`src/rtl/decode_stage_pkg.sv`:
```
// Shared decode definitions: microcode field positions, the control ROM and the CC reset value.
// The ROM is addressed by {opcode, ir[11]}, so each opcode owns two consecutive entries.
package decode_stage_pkg;

   localparam int unsigned UcodeWidth = 25;
   localparam int unsigned CsWidth    = 20;
   localparam int unsigned NumRegs    = 8;
   localparam int unsigned RegWidth   = 16;

   // Decode-only microcode bits
   localparam int unsigned UcBrStall   = 24;
   localparam int unsigned UcBrOp      = 23;
   localparam int unsigned UcSr1Needed = 22;
   localparam int unsigned UcSr2Needed = 21;
   localparam int unsigned UcDrMux     = 20;

   // agex_cs field positions
   localparam int unsigned CsLdReg     = 19;
   localparam int unsigned CsLdCc      = 18;
   localparam int unsigned CsAlukHi    = 17;
   localparam int unsigned CsAlukLo    = 16;
   localparam int unsigned CsDrValHi   = 15;
   localparam int unsigned CsDrValLo   = 14;
   localparam int unsigned CsAddr1Mux  = 13;
   localparam int unsigned CsAddr2Hi   = 12;
   localparam int unsigned CsAddr2Lo   = 11;
   localparam int unsigned CsLshf1     = 10;
   localparam int unsigned CsAddrMux   = 9;
   localparam int unsigned CsDcacheEn  = 8;
   localparam int unsigned CsDcacheRw  = 7;
   localparam int unsigned CsDataSize  = 6;
   localparam int unsigned CsTrap      = 5;

   localparam logic [2:0] CcReset = 3'b010;

   // Entry layout: BS BO S1 S2 DM | LDREG LDCC ALUK DRVAL A1 A2 LSHF1 AMUX DEN DRW DSZ TRAP | rsvd
   localparam logic [UcodeWidth-1:0] UcNop  = '0;
   localparam logic [UcodeWidth-1:0] UcBr   = {1'b1, 1'b1, 1'b0, 1'b0, 1'b0,
      1'b0, 1'b0, 2'b00, 2'b00, 1'b0, 2'b10, 1'b1, 1'b0, 1'b0, 1'b0, 1'b0, 1'b0, 5'b0};
   localparam logic [UcodeWidth-1:0] UcAdd  = {1'b0, 1'b0, 1'b1, 1'b1, 1'b0,
      1'b1, 1'b1, 2'b00, 2'b00, 1'b0, 2'b00, 1'b0, 1'b0, 1'b0, 1'b0, 1'b0, 1'b0, 5'b0};
   localparam logic [UcodeWidth-1:0] UcLdb  = {1'b0, 1'b0, 1'b1, 1'b0, 1'b0,
      1'b1, 1'b1, 2'b00, 2'b10, 1'b1, 2'b01, 1'b0, 1'b1, 1'b1, 1'b0, 1'b0, 1'b0, 5'b0};
   localparam logic [UcodeWidth-1:0] UcStb  = {1'b0, 1'b0, 1'b1, 1'b1, 1'b0,
      1'b0, 1'b0, 2'b00, 2'b00, 1'b1, 2'b01, 1'b0, 1'b1, 1'b1, 1'b1, 1'b0, 1'b0, 5'b0};
   localparam logic [UcodeWidth-1:0] UcJsrr = {1'b1, 1'b0, 1'b1, 1'b0, 1'b1,
      1'b1, 1'b0, 2'b00, 2'b11, 1'b1, 2'b00, 1'b0, 1'b0, 1'b0, 1'b0, 1'b0, 1'b0, 5'b0};
   localparam logic [UcodeWidth-1:0] UcJsr  = {1'b1, 1'b0, 1'b0, 1'b0, 1'b1,
      1'b1, 1'b0, 2'b00, 2'b11, 1'b0, 2'b11, 1'b1, 1'b0, 1'b0, 1'b0, 1'b0, 1'b0, 5'b0};
   localparam logic [UcodeWidth-1:0] UcAnd  = {1'b0, 1'b0, 1'b1, 1'b1, 1'b0,
      1'b1, 1'b1, 2'b01, 2'b00, 1'b0, 2'b00, 1'b0, 1'b0, 1'b0, 1'b0, 1'b0, 1'b0, 5'b0};
   localparam logic [UcodeWidth-1:0] UcLdw  = {1'b0, 1'b0, 1'b1, 1'b0, 1'b0,
      1'b1, 1'b1, 2'b00, 2'b10, 1'b1, 2'b01, 1'b1, 1'b1, 1'b1, 1'b0, 1'b1, 1'b0, 5'b0};
   localparam logic [UcodeWidth-1:0] UcStw  = {1'b0, 1'b0, 1'b1, 1'b1, 1'b0,
      1'b0, 1'b0, 2'b00, 2'b00, 1'b1, 2'b01, 1'b1, 1'b1, 1'b1, 1'b1, 1'b1, 1'b0, 5'b0};
   localparam logic [UcodeWidth-1:0] UcXor  = {1'b0, 1'b0, 1'b1, 1'b1, 1'b0,
      1'b1, 1'b1, 2'b10, 2'b00, 1'b0, 2'b00, 1'b0, 1'b0, 1'b0, 1'b0, 1'b0, 1'b0, 5'b0};
   localparam logic [UcodeWidth-1:0] UcJmp  = {1'b1, 1'b0, 1'b1, 1'b0, 1'b0,
      1'b0, 1'b0, 2'b00, 2'b00, 1'b1, 2'b00, 1'b0, 1'b0, 1'b0, 1'b0, 1'b0, 1'b0, 5'b0};
   localparam logic [UcodeWidth-1:0] UcShf  = {1'b0, 1'b0, 1'b1, 1'b0, 1'b0,
      1'b1, 1'b1, 2'b00, 2'b01, 1'b0, 2'b00, 1'b0, 1'b0, 1'b0, 1'b0, 1'b0, 1'b0, 5'b0};
   localparam logic [UcodeWidth-1:0] UcLea  = {1'b0, 1'b0, 1'b0, 1'b0, 1'b0,
      1'b1, 1'b0, 2'b00, 2'b11, 1'b0, 2'b10, 1'b1, 1'b0, 1'b0, 1'b0, 1'b0, 1'b0, 5'b0};
   localparam logic [UcodeWidth-1:0] UcTrap = {1'b1, 1'b0, 1'b0, 1'b0, 1'b1,
      1'b1, 1'b0, 2'b00, 2'b11, 1'b0, 2'b00, 1'b0, 1'b0, 1'b0, 1'b0, 1'b0, 1'b1, 5'b0};

   localparam logic [UcodeWidth-1:0] CtrlRom [0:31] = '{
      UcBr,   UcBr,    // 0000 BR
      UcAdd,  UcAdd,   // 0001 ADD
      UcLdb,  UcLdb,   // 0010 LDB
      UcStb,  UcStb,   // 0011 STB
      UcJsrr, UcJsr,   // 0100 JSRR / JSR
      UcAnd,  UcAnd,   // 0101 AND
      UcLdw,  UcLdw,   // 0110 LDW
      UcStw,  UcStw,   // 0111 STW
      UcNop,  UcNop,   // 1000 RTI (unsupported)
      UcXor,  UcXor,   // 1001 XOR
      UcNop,  UcNop,   // 1010 reserved
      UcNop,  UcNop,   // 1011 reserved
      UcJmp,  UcJmp,   // 1100 JMP
      UcShf,  UcShf,   // 1101 SHF
      UcLea,  UcLea,   // 1110 LEA
      UcTrap, UcTrap   // 1111 TRAP
   };

   // True when a needed source register is about to be written by a downstream stage.
   function automatic logic src_hit(input logic needed, input logic ld_v,
                                    input logic [2:0] drid, input logic [2:0] sr);
      return needed & ld_v & (drid == sr);
   endfunction

endpackage

```
`src/rtl/decode_regfile.sv`:
```
// 8x16 register file plus the NZP condition-code register.
// Reads are combinational and see the pre-write value during a same-cycle write.
module decode_regfile
   import decode_stage_pkg::*;
(
   input  logic         clk,
   input  logic         rst_n,
   input  logic         reg_we,
   input  logic [2:0]   reg_waddr,
   input  logic [15:0]  reg_wdata,
   input  logic         cc_we,
   input  logic [2:0]   cc_wdata,
   input  logic [2:0]   raddr1,
   input  logic [2:0]   raddr2,
   output logic [15:0]  rdata1,
   output logic [15:0]  rdata2,
   output logic [2:0]   cc,
   output logic [127:0] reg_contents
);

   logic [RegWidth-1:0] regs_q [NumRegs];
   logic [2:0]          cc_q;

   always_ff @(posedge clk or negedge rst_n) begin
      if (!rst_n) begin
         for (int i = 0; i < NumRegs; i++) begin
            regs_q[i] <= '0;
         end
         cc_q <= CcReset;
      end else begin
         if (reg_we) begin
            regs_q[reg_waddr] <= reg_wdata;
         end
         if (cc_we) begin
            cc_q <= cc_wdata;
         end
      end
   end

   always_comb begin
      rdata1 = regs_q[raddr1];
      rdata2 = regs_q[raddr2];
      cc     = cc_q;
   end

   always_comb begin
      reg_contents = '0;
      for (int i = 0; i < NumRegs; i++) begin
         reg_contents[i*RegWidth +: RegWidth] = regs_q[i];
      end
   end

endmodule

```
`src/rtl/decode_stage.sv`:
```
// Decode stage: control ROM lookup, register/CC dependency detection and register-file read.
// Everything except the register file state is combinational.
module decode_stage
   import decode_stage_pkg::*;
(
   input  logic         clk,
   input  logic         rst_n,
   input  logic [15:0]  de_npc,
   input  logic [15:0]  de_ir,
   input  logic         de_v,
   input  logic         v_agex_ld_reg,
   input  logic         v_mem_ld_reg,
   input  logic         v_sr_ld_reg,
   input  logic [2:0]   agex_drid_old,
   input  logic [2:0]   mem_drid,
   input  logic [2:0]   sr_drid,
   input  logic [15:0]  sr_reg_data,
   input  logic         v_agex_ld_cc,
   input  logic         v_mem_ld_cc,
   input  logic         v_sr_ld_cc,
   input  logic [2:0]   sr_cc_data,
   input  logic         mem_stall,
   output logic         v_de_br_stall,
   output logic         dep_stall,
   output logic         ld_agex,
   output logic [15:0]  agex_sr1,
   output logic [15:0]  agex_sr2,
   output logic [2:0]   agex_drid_new,
   output logic [19:0]  agex_cs,
   output logic [2:0]   agex_cc,
   output logic         agex_v,
   output logic [127:0] reg_contents
);

   logic [UcodeWidth-1:0] ucode;
   logic [2:0]            sr1_id;
   logic [2:0]            sr2_id;
   logic                  reg_dep;
   logic                  cc_dep;
   logic                  unused_npc;

   // The next-PC travels alongside the instruction but decode has no use for it.
   assign unused_npc = ^de_npc;

   always_comb begin
      ucode  = CtrlRom[de_ir[15:11]];
      sr1_id = de_ir[8:6];
      sr2_id = de_ir[13] ? de_ir[11:9] : de_ir[2:0];
   end

   always_comb begin
      reg_dep = src_hit(ucode[UcSr1Needed], v_agex_ld_reg, agex_drid_old, sr1_id)
              | src_hit(ucode[UcSr1Needed], v_mem_ld_reg,  mem_drid,      sr1_id)
              | src_hit(ucode[UcSr1Needed], v_sr_ld_reg,   sr_drid,       sr1_id)
              | src_hit(ucode[UcSr2Needed], v_agex_ld_reg, agex_drid_old, sr2_id)
              | src_hit(ucode[UcSr2Needed], v_mem_ld_reg,  mem_drid,      sr2_id)
              | src_hit(ucode[UcSr2Needed], v_sr_ld_reg,   sr_drid,       sr2_id);
      cc_dep  = ucode[UcBrOp] & (v_agex_ld_cc | v_mem_ld_cc | v_sr_ld_cc);
   end

   always_comb begin
      dep_stall     = de_v & (reg_dep | cc_dep);
      v_de_br_stall = de_v & ucode[UcBrStall];
      agex_v        = de_v & ~dep_stall;
      ld_agex       = ~mem_stall;
      agex_drid_new = ucode[UcDrMux] ? 3'd7 : de_ir[11:9];
      agex_cs       = ucode[CsWidth-1:0];
   end

   decode_regfile u_regfile (
      .clk          (clk),
      .rst_n        (rst_n),
      .reg_we       (v_sr_ld_reg),
      .reg_waddr    (sr_drid),
      .reg_wdata    (sr_reg_data),
      .cc_we        (v_sr_ld_cc),
      .cc_wdata     (sr_cc_data),
      .raddr1       (sr1_id),
      .raddr2       (sr2_id),
      .rdata1       (agex_sr1),
      .rdata2       (agex_sr2),
      .cc           (agex_cc),
      .reg_contents (reg_contents)
   );

endmodule

```
`config.mk`:
```
export PLATFORM = sky130hd
export DESIGN_NAME = decode_stage
export DESIGN_NICKNAME = d
export VERILOG_FILES = /design/src/rtl/decode_stage_pkg.sv /design/src/rtl/decode_regfile.sv /design/src/rtl/decode_stage.sv
export SDC_FILE = /design/constraint.sdc
export NUM_CORES = 1
export LEC_CHECK = 0
export CORE_MARGIN = 1
export CORE_UTILIZATION = 45
export CTS_CLUSTER_SIZE = 14
export DETAILED_ROUTE_END_ITERATION = 10
export PLACE_DENSITY_LB_ADDON = 0.12
export SKIP_LAST_GASP = 1
export SYNTH_ARGS = -nofsm -noshare
export SYNTH_HDL_FRONTEND = slang
export SYNTH_SLANG_ARGS = --single-unit
```
`constraint.sdc`:
```
create_clock -name clk -period 2.4 [get_ports clk]
set_clock_uncertainty 0.1 [all_clocks]
set_input_delay 0.24 -clock clk [delete_from_list [all_inputs] [get_ports clk]]
set_output_delay 0.24 -clock clk [all_outputs]
set_load 0.01 [all_outputs]
```
# [Yosys cells after proc, flatten, opt, wreduce, memory -nomap -nowiden]
# Memories as Yosys holds them, arrays and structs flattened.
# Cells that the tools add are included.
[word_totals] in_bits=70 elab_cells=65 output_inout_bits=190 memories=1 ff_bits=131 mem_bits_rw=0 latchBits=0 rom_bits=800
[mem_list] name="(no name shown)" words=32 width=25 read_ports=1 rd_clocked_by_memory_dff=0 write_ports=0 line_no="decode_stage.sv:46" text="ucode = CtrlRom[de_ir[15:11]];"
[classes] n_mul=0 magnitude_cmp=5 n_div=0 n_reduce_logical=1 n_shift=0 n_addsub=0 eq_ne=6 muxes=13 bitwise_logic=30
[op_table] operator="bitwise mux 128 bit" count=1
[op_table] operator="binary-select mux 16 bit (select 3 bit)" count=2
[op_table] operator="two-way mux 16 bit" count=5
[op_table] operator="two-way mux 25 bit" count=2
[op_table] operator="demux 16 bit (select 3 bit)" count=1
[op_table] operator="== test 3 bit" count=6
[op_table] operator="bitwise AND 1 bit" count=16
[op_table] operator=">= comparator 4 bit (second input constant)" count=3
[op_table] operator="NOT 3 -> 4 bit" count=3
[op_table] operator="OR 1 bit" count=8
[op_table] operator=">= comparator 6 bit (second input constant)" count=1
[op_table] operator="two-way mux 3 bit" count=2
[op_table] operator="NOT 5 -> 6 bit" count=1
[op_table] operator="< comparator 4 x 1 -> 1 bit (second input constant)" count=1
[op_table] operator="NOT 1 bit" count=2
[op_table] operator="logical AND 1 bit" count=1

# [Logic depth before layout (Yosys ltp)]
# Gate-level depths: netlist of run 1.
[depth] ltp_word=15 mapped_depth=8 ltp_nobuf=7

# [Hierarchy]
# A second synthesis of run 1 with hierarchy kept.
[unflattened] cells_unflattened=501 hier_area_um2=7858.8
[modules_own_cells] mod="decode_regfile" cells_per_inst=399 seq_area_each_um2=3279.4 area_each_um2=7110.6 n_inst=1
[modules_own_cells] mod="decode_stage" cells_per_inst=102 seq_area_each_um2=0.0 area_each_um2=748.2 n_inst=1

# [Worst setup path before layout of run 1]
# OpenSTA, ideal clock, no wires.
[synth_path] path_type="input -> output" startpoint="in de_ir[13]" endpoint="out agex_v" t_required_ps=2060 path_buffers=1 cell_stages=7 t_arrival_ps=1851 slack_ps=209 path_cell_list="clkinv_1 > clkbuf_1 > ha_1 > and3b_1 > o211ai_1 > o31ai_2 > nor4b_1"
[synth_via] elab_chain_cells=15 word_cells_on_any_way=30 classes_between="eq/ne (3); mux (3); bitwise (23); memory (1)"
[synth_lines] element="start: declaration" line_no="decode_stage.sv:9" text="input logic [15:0] de_ir,"
[synth_lines] element="NOT 5 -> 6 bit (not written as such)" line_no="decode_stage.sv:46"
[synth_lines] element="memory read (32 x 25 bit)"
[synth_lines] element="two-way mux 25 bit (not written as such) (2 in a row)" line_no="decode_stage.sv:46"
[synth_lines] element="bitwise AND 1 bit (2 in a row)" line_no="decode_stage_pkg.sv:89" text="return needed & ld_v & (drid == sr);"
[synth_lines] element="OR 1 bit" line_no="decode_stage.sv:53" text="| src_hit(ucode[UcSr1Needed], v_mem_ld_reg, mem_drid, sr1_id)"
[synth_lines] element="OR 1 bit" line_no="decode_stage.sv:54" text="| src_hit(ucode[UcSr1Needed], v_sr_ld_reg, sr_drid, sr1_id)"
[synth_lines] element="OR 1 bit" line_no="decode_stage.sv:55" text="| src_hit(ucode[UcSr2Needed], v_agex_ld_reg, agex_drid_old, sr2_id)"
[synth_lines] element="OR 1 bit" line_no="decode_stage.sv:56" text="| src_hit(ucode[UcSr2Needed], v_mem_ld_reg, mem_drid, sr2_id)"
[synth_lines] element="OR 1 bit" line_no="decode_stage.sv:57" text="| src_hit(ucode[UcSr2Needed], v_sr_ld_reg, sr_drid, sr2_id);"
[synth_lines] element="OR 1 bit *" line_no="decode_stage.sv:62" text="dep_stall = de_v & (reg_dep | cc_dep);"
[synth_lines] element="bitwise AND 1 bit *" line_no="decode_stage.sv:62"
[synth_lines] element="NOT 1 bit *" line_no="decode_stage.sv:64" text="agex_v = de_v & ~dep_stall;"
[synth_lines] element="bitwise AND 1 bit *" line_no="decode_stage.sv:64"
[synth_lines] element="end: declaration" line_no="decode_stage.sv:31" text="output logic agex_v,"
# Mark *: on every way between the ends. The rest lies on a longest branch, timed or not. The select of a mux whose other input is x is not followed.

# [Worst setup path in the final report of run 1]
[layout_path] startpoint="in de_ir[1]" endpoint="out agex_sr2[2]"
[layout_via] elab_chain_cells=5
[layout_lines] element="two-way mux 3 bit" line_no="decode_stage.sv:48" text="sr2_id = de_ir[13] ? de_ir[11:9] : de_ir[2:0];"
[layout_lines] element="NOT 3 -> 4 bit (not written as such)" line_no="decode_regfile.sv:42" text="rdata2 = regs_q[raddr2];"
[layout_lines] element="binary-select mux 16 bit (select 3 bit)" line_no="decode_regfile.sv:42"
[layout_lines] element="two-way mux 16 bit (not written as such) (2 in a row)" line_no="decode_regfile.sv:42"
[layout_lines] element="end: declaration" line_no="decode_stage.sv:27" text="output logic [15:0] agex_sr2,"
# No other way between the ends. The select of a mux whose other input is x is not followed.

==> metrics.cfg, run 1 <==
[synth]
synthCells = 665
synth_area_leaders = dfrtp_1 40%, mux2_2 21%, mux4_2 13%
synth_edf_count = 0
synthFlopType = dfrtp_1
yosysWarnings = 0
syn-mean-instance-area_um2 = 12.2
synth.ff_latch_count = 131
async_flop_share_pct = 100
synth_area_um2 = 8090
synth_top_area_share_pct = 40.2
synth_cell_type_count = 45
netlist.top_cell.by_area = dfrtp_1
ys_seq_area_share_pct = 40.5

[clock_network]
cts_tree = yes
cts_buffer_depth = 2
cts-root-buf = clkbuf_16
h-tree-depth = 4
cts_inserted_buffers = 17
cts_sinks = 131
clk_latency_ns = 0.42
clk_pin_slew_worst_paths_ns = 0.06

[timing]
setup_violations = 1
fin_crit_sh_pct = 100
setup_slack_ns = -0.0107
setup_tns_ns = -0.0107
slew_violations = 0
relSlewSlack_pct = 63.8
tightestPinTransition_ns = 0.544
rsz0062_at_grt = true
hold_slack_ns = 0.246
max_freq_mhz = 415
period_needed_ns = 2.41
hold_viol_final = 0

[route]
viasPerCell = 6.13
wirelength_mm = 28.3
drt-pass1-iter-count = 5
vias = 7418
route.detailed.drc = 0
drt-wirelength-per-cell_um = 23.3
drtIter0Drc = 565
antenna_left = 0

[pwr]
fin_total_pwr_mw = 9.66
peakVddDrop_mv = 0.568
power_frac_comb_pct = 38.7
p_int_mw = 6.58
seqPwrFrac_pct = 33.7
p_leak_nw = 5.09
swShare_pct = 31.9
power.net_switching_mw = 3.08
cellPowerDensity_nw_per_um2 = 789
p_clk_share_pct = 27.6

[min_path]
worstHoldPathType = in -> async

[floorplanning]
dieArea_um2 = 18500
die_x_um = 136
rows = 48
ioPinCount = 260
coreArea_um2 = 17400
die_h_um = 136
initial_core_util_pct = 46.5

[final_layout]
fin_util_pct = 70.3
multiInputGateArea_um2 = 4610
final_cells = 1211
drive_gt1_share_pct = 38.1
fillers = 1230
area_growth_syn_to_layout_pct = 51.2
seqCellArea_um2 = 3280
final_area_um2 = 12200
final_nets = 1047
diodes = 0

[worst_setup_path]
startpoint = de_ir[1]
r2r-start = u_regfile.reg_contents[1]
arrival_ns = 2.07
crit_required_ns = 2.06
crit_type = in -> out
cp-end-kind = output pin
crit_fanout = 8
worstSetupStartpointType = primary input

[status]
status = finished, violations left
violations = setup timing

[place]
dp_hpwl_mm = 19.7
dp_slack_ns = -0.446
io_buffers = 235
dpl-instance-area_um2 = 11200
place_inst = 1151
finalWeightedCongestion = 0.948

[global_route]
gr-total-overflow = 0
grt_pass1_wl_mm = 43.0
grt_pass1_vias = 7208
grt_max_degree = 53
grt_util_all_layers_pct = 31.3
antenna_found_initial = 0

[flow_run]
maxCapViolations = 0

==> critical path, stage by stage <==
cell and delay, ns:
dlygate4sd2_1 0.30, mux2i_4 0.25, buf_6 0.20, buf_4 0.14, mux4_2 0.30, nand2_1 0.09
o31ai_1 0.06, clkdlybuf4s50_1 0.48
==> routing by layer <==
| layer | global-route usage [%] | vias to the layer above | share of wire [%] |
|---|---|---|---|
| met4 | 13.3 | 0 | 3.6 |
| li1 | - | 3151 | - |
| met3 | 5.37 | 68 | 7.6 |
| met1 | 43.6 | 3761 | 42 |
| met2 | 48.2 | 438 | 46 |
| met5 | 0 | - | 0 |
==> area by class of cell <==
type                    instances  area share (%)
flip-flops and latches        131            26.8
clock inverters                15            1.48
repair buffers                347            28.0
clock buffers                  17            3.48
inverters                       7           0.215
multi-input cells             469            37.7
well taps                     225            2.30
==> Yosys cell counts, types with 2 or more instances <==
| cell type | instances |
|---|---|
| nor4_2 | 2 |
| xnor2_1 | 14 |
| nor3b_2 | 2 |
| o211ai_1 | 33 |
| buf_6 | 2 |
| o21ai_0 | 38 |
| clkinv_1 | 2 |
| nand4_1 | 4 |
| buf_2 | 21 |
| o31ai_1 | 33 |
| a21oi_1 | 19 |
| ha_1 | 4 |
| a32oi_1 | 2 |
| nor2b_1 | 3 |
| nor3_2 | 2 |
| nor3_1 | 16 |
| xor2_1 | 4 |
| nor3b_1 | 2 |
| mux2_2 | 149 |
| nand4b_1 | 3 |
| buf_1 | 3 |
| inv_1 | 5 |
| nand3b_1 | 3 |
| and3b_1 | 2 |
| nand2b_1 | 21 |
| buf_4 | 9 |
| clkbuf_1 | 27 |
| nand2_1 | 28 |
| dfrtp_1 | 130 |
| nor2_1 | 21 |
| mux4_2 | 47 |
==> placed cells by master (no fill, tap or decap), drive strengths merged, types with 8 or more instances in the layout <==
cell type / synthesis / layout
nand2: 28 / 28
nor3: 18 / 18
dlymetal6s2s: 0 / 8
o21ai: 38 / 38
o211ai: 33 / 33
dfrtp: 130 / 130
o31ai: 34 / 34
clkdlybuf4s50: 0 / 191
inv: 5 / 8
dlygate4sd2: 0 / 27
mux4: 48 / 48
clkbuf: 27 / 19
nand2b: 21 / 21
nor2: 21 / 21
buf: 35 / 115
a21oi: 19 / 19
clkinv: 2 / 9
xnor2: 14 / 14
mux2: 149 / 149
==> power groups by stage <==
stage / Combinational (mW) / Sequential [mW] / Clock (mW)
CTS: 3.69 / 3.24 / 2.70
global placement: 3.51 / 3.28 / 0
global route: 3.93 / 3.33 / 2.80
detailed placement: 3.57 / 3.31 / 0
floorplan: 1.44 / 3.35 / 0
finish: 3.74 / 3.26 / 2.67
==> sequential cells by signal, summed over array words and instances (netlist names) <==
register	flops
u_regfile.reg_contents	128
u_regfile.cc	3
==> logic make-up after synthesis <==
family                     after synthesis  share of synthesized area (%)
other                                    1                         0.0463
AOI/OAI and AO/OA                      131                           10.6
and+or+nand+nor                        111                           7.48
muxes                                  200                           34.7
xor gates and xnor gates                18                           1.95
buffers and inverters                   69                           4.13
DFF                                    131                           40.5
adders and majority gates                4                          0.618
==> path summary, 6_finish.rpt <==
| path | to | slack (ns) | cells past startpoint |
|---|---|---|---|
| worst max-delay path | agex_sr2[2] | -0.01 | 8 |
| worst min-delay path | u_regfile.reg_contents[110] | 0.25 | 2 |
| worst max register to register | u_regfile.reg_contents[1] | 1.34 | 2 |
| worst min register to register | u_regfile.cc[2] | 0.42 | 1 |
| max in group asynchronous | u_regfile.cc[1] | 1.22 | 3 |
| min in group clk | u_regfile.cc[1] | 0.34 | 2 |
==> repair_timing <==
item / in CTS / in global routing
pin swaps: 1 / 3
setup endpoints to repair: 42 / 14
gates resized for setup: 65 / 31
endpoints found under the hold margin: 37 / 0
buffers inserted: 20 / 5
cloned: 1 / 1
hold buffers: 1 / 0
Power figures use the tool's default switching activity.
==> run 2, diff against run 1 <==
- GPL_TIMING_DRIVEN: default -> 0
==> run 2 against run 1 <==
The run now ends clean. Global-route usage up 0.49 points. First-iteration DRC count up 12%. Register-to-register slack better by 0.03 ns. Die area unchanged. Critical path depth up 1. Wire length up 2.4%.
==> metrics.cfg, run 2 (synthesis results as in run 1) <==
[clock_network]
cts_sinks = 131  ; unchanged
cts_inserted_buffers = 17  ; unchanged
cts_buffer_depth = 2  ; unchanged
cts_tree = yes
cts-root-buf = clkbuf_16
clk_latency_ns = 0.42  ; about the same
clk_pin_slew_worst_paths_ns = 0.05  ; about the same
h-tree-depth = 4  ; unchanged

[flow_run]
maxCapViolations = 0  ; unchanged

[pwr]
swShare_pct = 32.2  ; +0.30 points
peakVddDrop_mv = 0.559  ; -1.5%
p_int_mw = 6.50  ; -1.2%
fin_total_pwr_mw = 9.58  ; -0.81%
power.net_switching_mw = 3.09  ; +0.12%
cellPowerDensity_nw_per_um2 = 814  ; +3.1%
seqPwrFrac_pct = 33.9  ; +0.2 points
p_clk_share_pct = 27.6  ; about the same
power_frac_comb_pct = 38.5  ; -0.2 points
p_leak_nw = 4.84  ; -4.9%

[timing]
hold_viol_final = 0  ; unchanged
rsz0062_at_grt = true
setup_violations = 0  ; -1
relSlewSlack_pct = 48.0  ; -16 points
max_freq_mhz = 422  ; +1.8%
setup_tns_ns = 0  ; +0.0107 ns
slew_violations = 0  ; unchanged
fin_crit_sh_pct = 98.7  ; -1.8 points
tightestPinTransition_ns = 0.777  ; +0.234 ns
setup_slack_ns = 0.0320  ; +0.0427 ns
hold_slack_ns = 0.237  ; -0.00945 ns
period_needed_ns = 2.37  ; -0.0427 ns

[final_layout]
diodes = 0  ; unchanged
drive_gt1_share_pct = 36.6  ; -1.5 points
final_cells = 1180  ; -2.6%
final_area_um2 = 11800  ; -3.8%
fin_util_pct = 67.6  ; -2.7 points
final_common_cell = clkdlybuf4s50_1
layout_common_cells = 184 x clkdlybuf4s50_1, 149 x mux2_2, 126 x dfrtp_1
largest_reg_flops = 128  ; unchanged
final_nets = 1016  ; -3.0%
area_growth_syn_to_layout_pct = 45.5

[global_route]
gr-total-overflow = 0  ; unchanged
antenna_found_initial = 0  ; unchanged
grt_max_degree = 81  ; +53%
grt_util_all_layers_pct = 31.8  ; +0.49 points
grt_pass1_vias = 7204  ; -0.055%
grt_pass1_wl_mm = 43.3  ; +0.71%

[worst_setup_path]
crit_required_ns = 2.06  ; about the same
crit_fanout = 6  ; -2
worstRegToRegCells = 2  ; unchanged
r2r_end = u_regfile.reg_contents[1]
crit_type = in -> out
r2r-start = u_regfile.reg_contents[1]
cp-end-kind = output pin
reg2reg_slack_ns = 1.37  ; +0.03 ns
arrival_ns = 2.03  ; -0.04 ns
worstSetupStartpointType = primary input
startpoint = de_ir[13]

[route]
antenna_left = 0  ; unchanged
drtIter0Drc = 634  ; +12%
route.detailed.drc = 0  ; unchanged
drt-pass1-iter-count = 5  ; unchanged
drt-wirelength-per-cell_um = 24.5  ; +5.1%
viasPerCell = 6.23  ; +1.6%
wirelength_mm = 29.0  ; +2.4%
vias = 7347  ; -0.96%

[place]
io_buffers = 223  ; -5.1%
place_inst = 1118  ; -2.9%
finalWeightedCongestion = 0.938  ; -1.1%
dp_hpwl_mm = 19.8  ; +0.64%
dp_slack_ns = -1.40  ; -0.958 ns
dpl-instance-area_um2 = 10700  ; -5.3%

[floorplanning]
die_h_um = 136  ; unchanged
ioPinCount = 260  ; unchanged
coreArea_um2 = 17400  ; unchanged
dieArea_um2 = 18500  ; unchanged
initial_core_util_pct = 46.5  ; unchanged
rows = 48  ; unchanged
die_x_um = 136  ; unchanged

[status]
status = finished, final reports clean

[min_path]
worstHoldPathType = in -> async

-- run 2: cell count changes in the layout (fill, tap and decap cells not counted), sizes merged, moves of 5 or more --
cell | before | now
clkbuf | 19 | 58
dlygate4sd2 | 27 | 19
buf | 115 | 68
clkdlybuf4s50 | 191 | 184
clkinv | 9 | 4
-- run 2: repair_timing --
action / 4_1_cts / 5_1_grt
buffers inserted: 21 / 8
pin swaps: 4 / 3
gates resized for setup: 114 / 49
setup endpoints to repair: 52 / 18
hold buffers: 1 / 0
endpoints found under the hold margin: 51 / 0
cloned: 1 / 0
-- run 2: layout make-up --
class	count	area [um^2]
buffer	61	439
clock buffer	25	495
clock inverter	7	97.6
fill	1268	5640
inverter	7	35.0
multi-input combinational	469	4600
sequential	131	3280
tap	225	282
timing repair buffer	255	2540
-- run 2: critical path, stage by stage --
cell and delay (ns):
buf_12 0.11, mux2i_4 0.26, buf_12 0.16, buf_4 0.12
buf_12 0.13, mux4_1 0.55, nand2_1 0.09, o31ai_1 0.08
dlygate4sd2_1 0.30
-- run 2: how the worst max path moves through the flow --
| stage | slack, ns | to | cells after the start |
|---|---|---|---|
| floorplan | 0.21 | agex_v | 7 |
| global placement | -4.05 | u_regfile.cc[0] | 1 |
| detailed placement | -1.40 | agex_v | 10 |
| CTS | -0.12 | agex_sr1[5] | 3 |
| global route | -0.03 | agex_sr2[15] | 9 |
| finish | 0.03 | agex_sr2[15] | 9 |
-- run 2: layer usage --
metal  GRT usage, %  vias to the layer above  wire, um
met2           48.6                      473     13300
li1               -                     3074         -
met3           9.69                       78      3020
met1           42.6                     3722     11700
met5              0                        -         0
met4           11.4                        0       923
-- run 2: power groups by stage --
| stage | combinational, mW | sequential [mW] | clock (mW) |
|---|---|---|---|
| floorplan | 1.44 | 3.35 | 0 |
| global placement | 3.44 | 3.24 | 0 |
| detailed placement | 3.48 | 3.29 | 0 |
| CTS | 3.65 | 3.22 | 2.65 |
| global route | 3.87 | 3.32 | 2.75 |
| finish | 3.69 | 3.25 | 2.65 |
==> run 3, diff against run 2 <==
- CORE_UTILIZATION: 45 -> 44
- CTS_BUF_LIST: default -> sky130_fd_sc_hd__clkbuf_2
- clock period: 2.4 -> 2.1 ns (I/O delays scaled with it)
==> run 3 against run 2 <==
Sequential cell count did not move. Combinational power rose by 47%. Clock power is 23% lower. Final cell count is 13% higher. Critical endpoint is now agex_sr2[13]. Largest power group unchanged. Sequential power up 8.9%. The run now ends with setup timing left. Total power rose by 15%. Via count up 9.5%. Worst setup slack worse by 0.55 ns. Critical path depth is 3 lower. Wire length rose by 9.9%.
==> metrics.cfg, run 3 (synthesis results as in run 1) <==
[worst_setup_path]
worstSetupStartpointType = flop
path_buf_inv = 2  ; -3
cp_cell_sequence = buf_6 > o21ai_1 > o21ai_1 > a21oi_1 > o31ai_1 > buf_2
crit_path_top_delay_cell = dfrtp_2
crit_family = compound AO/OA/AOI/OAI gates
crit_fanout = 3  ; -3
cp-end-kind = output pin
r2r-start = u_regfile.reg_contents[60]
crit_required_ns = 1.79  ; -0.27 ns
worstRegToRegCells = 4  ; +2
cpMostUsedCell = o21ai_1
max_stage_delay_ns = 0.44  ; -0.11 ns
reg2reg_slack_ns = 0.82  ; -0.55 ns
crit_type = reg -> out
arrival_ns = 2.31  ; +0.28 ns
r2r_end = u_regfile.reg_contents[60]

[final_layout]
layout_common_cells = 144 x buf_4, 140 x mux2_2, 123 x dfrtp_1
final_common_cell = buf_4
area_growth_syn_to_layout_pct = 61.6
fin_util_pct = 72.6  ; +5.0 points
final_nets = 1171  ; +15%
final_cells = 1339  ; +13%
drive_gt1_share_pct = 52.1  ; +15 points
largest_reg_flops = 128  ; unchanged

[global_route]
grt_util_all_layers_pct = 32.8  ; +1.0 points
gr-total-overflow = 0  ; unchanged
grt_pass1_wl_mm = 45.2  ; +4.6%
grt_max_degree = 79  ; -2.5%
antenna_found_initial = 2  ; +2
grt_pass1_vias = 7703  ; +6.9%

[floorplanning]
ioPinCount = 260  ; unchanged
rows = 49  ; +2.1%
initial_core_util_pct = 44.9  ; -1.6 points
die_x_um = 138  ; +1.1%
die_h_um = 138  ; +1.1%
coreArea_um2 = 18000  ; +3.5%
dieArea_um2 = 18900  ; +2.2%

[route]
antenna_left = 0  ; unchanged
vias = 8045  ; +9.5%
highest_layer = met5
route.detailed.drc = 0  ; unchanged
drt-pass1-iter-count = 5  ; unchanged
drtIter0Drc = 700  ; +10%
wl_met2_mm = 15.1  ; +14%
drt-met1-wl_mm = 12.6  ; +7.9%
wl_met3_mm = 3.12  ; +3.3%
viasPerCell = 6.01  ; -3.5%
drt-wirelength-per-cell_um = 23.8  ; -3.1%
wirelength_mm = 31.8  ; +9.9%

[clock_network]
cts-root-buf = clkbuf_2
clk_pin_slew_worst_paths_ns = 0.21  ; +0.16 ns
cts_sinks = 131  ; unchanged
clk_latency_ns = 0.75  ; +0.33 ns
cts_buffer_depth = 2  ; unchanged
cts_inserted_buffers = 17  ; unchanged
cts_tree = yes
h-tree-depth = 4  ; unchanged

[place]
dp_hpwl_mm = 19.8  ; about the same
finalWeightedCongestion = 0.930  ; -0.86%
io_buffers = 223  ; unchanged
place_inst = 1122  ; +0.36%

[status]
status = finished, violations left
violations = setup timing

[timing]
hold_slack_ns = 0.0787  ; -0.158 ns
hold_viol_final = 0  ; unchanged
slew_violations = 0  ; unchanged
period_needed_ns = 2.62
relSlewSlack_pct = 41.6  ; -6.4 points
max_freq_mhz = 382
tightestPinTransition_ns = 0.872  ; +0.0949 ns
setup_tns_ns = -11.79  ; -11.79 ns
fin_crit_sh_pct = 125
setup_violations = 34  ; +34
rsz0062_at_grt = true
setup_slack_ns = -0.517  ; -0.549 ns

[flow_run]
maxCapViolations = 0  ; unchanged

[pwr]
peakVddDrop_mv = 0.481  ; -14%
fin_total_pwr_mw = 11.0  ; +15%
p_leak_nw = 6.45  ; +33%
cellPowerDensity_nw_per_um2 = 840  ; +3.2%

[min_path]
hold_depth = 4
worstHoldPathType = in -> reg
worstHoldStart = v_sr_ld_reg
min_to = u_regfile.reg_contents[31]

## run 3: final cells by class
type	instances	area, um^2
Fill cell	1247	4940
Multi-Input combinational cell	469	4890
Timing Repair Buffer	410	3910
Sequential cell	131	3290
Buffer	61	352
Tap cell	229	287
Clock inverter	14	235
Clock buffer	17	85.1
Inverter	7	32.5
Antenna cell	1	2.50
## run 3: metrics by stage
stage          setup WS, ns  cell area (um^2)
2_1_floorplan        0.0480              8120
3_3_place_gp          -4.29             10600
3_5_place_dp          -1.58             10700
4_1_cts              -0.440             12100
5_1_grt              -0.674             13100
6_report             -0.517             13100
## run 3: worst min-delay path, delay by kind of cell
| family | cells | cell delay, ns |
|---|---|---|
| buffers and inverters | 1 | 0.15 |
| multiplexers | 1 | 0.24 |
| AND/OR/NAND/NOR | 2 | 0.32 |
## run 3: worst max-delay path by stage
stage / slack (ns) / to / start / depth (start not counted)
2_1_floorplan: 0.05 / dep_stall / de_ir[13] / 7
3_3_place_gp: -4.29 / u_regfile.reg_contents[68] / rst_n / 1
3_5_place_dp: -1.58 / dep_stall / de_ir[13] / 9
4_1_cts: -0.44 / agex_sr1[8] / u_regfile.reg_contents[56] / 4
5_1_grt: -0.67 / agex_sr2[13] / u_regfile.reg_contents[13] / 6
6_report: -0.52 / agex_sr2[13] / u_regfile.reg_contents[61] / 6
## run 3: timing repair
action                                  4_1_cts  5_1_grt
endpoints found under the setup margin       98      141
hold buffers                                 11        0
setup buffers                               117       61
hold endpoints to repair                    155        0
resized for setup                           325      202
gates cloned                                  0        0
pin swaps                                    35       58
## run 3: power by group
part | switching (mW) | leakage, nW | internal [mW] | total (mW)
Sequential | 0.465 | 1.56 | 3.07 | 3.54
Combinational | 2.28 | 4.71 | 3.14 | 5.42
Clock | 1.02 | 0.178 | 1.01 | 2.03
## run 3: layer usage
layer	up-vias	GRT usage (%)
met5	-	0
met2	488	51.6
met1	4060	42.6
li1	3413	-
met4	2	13.5
met3	82	9.12
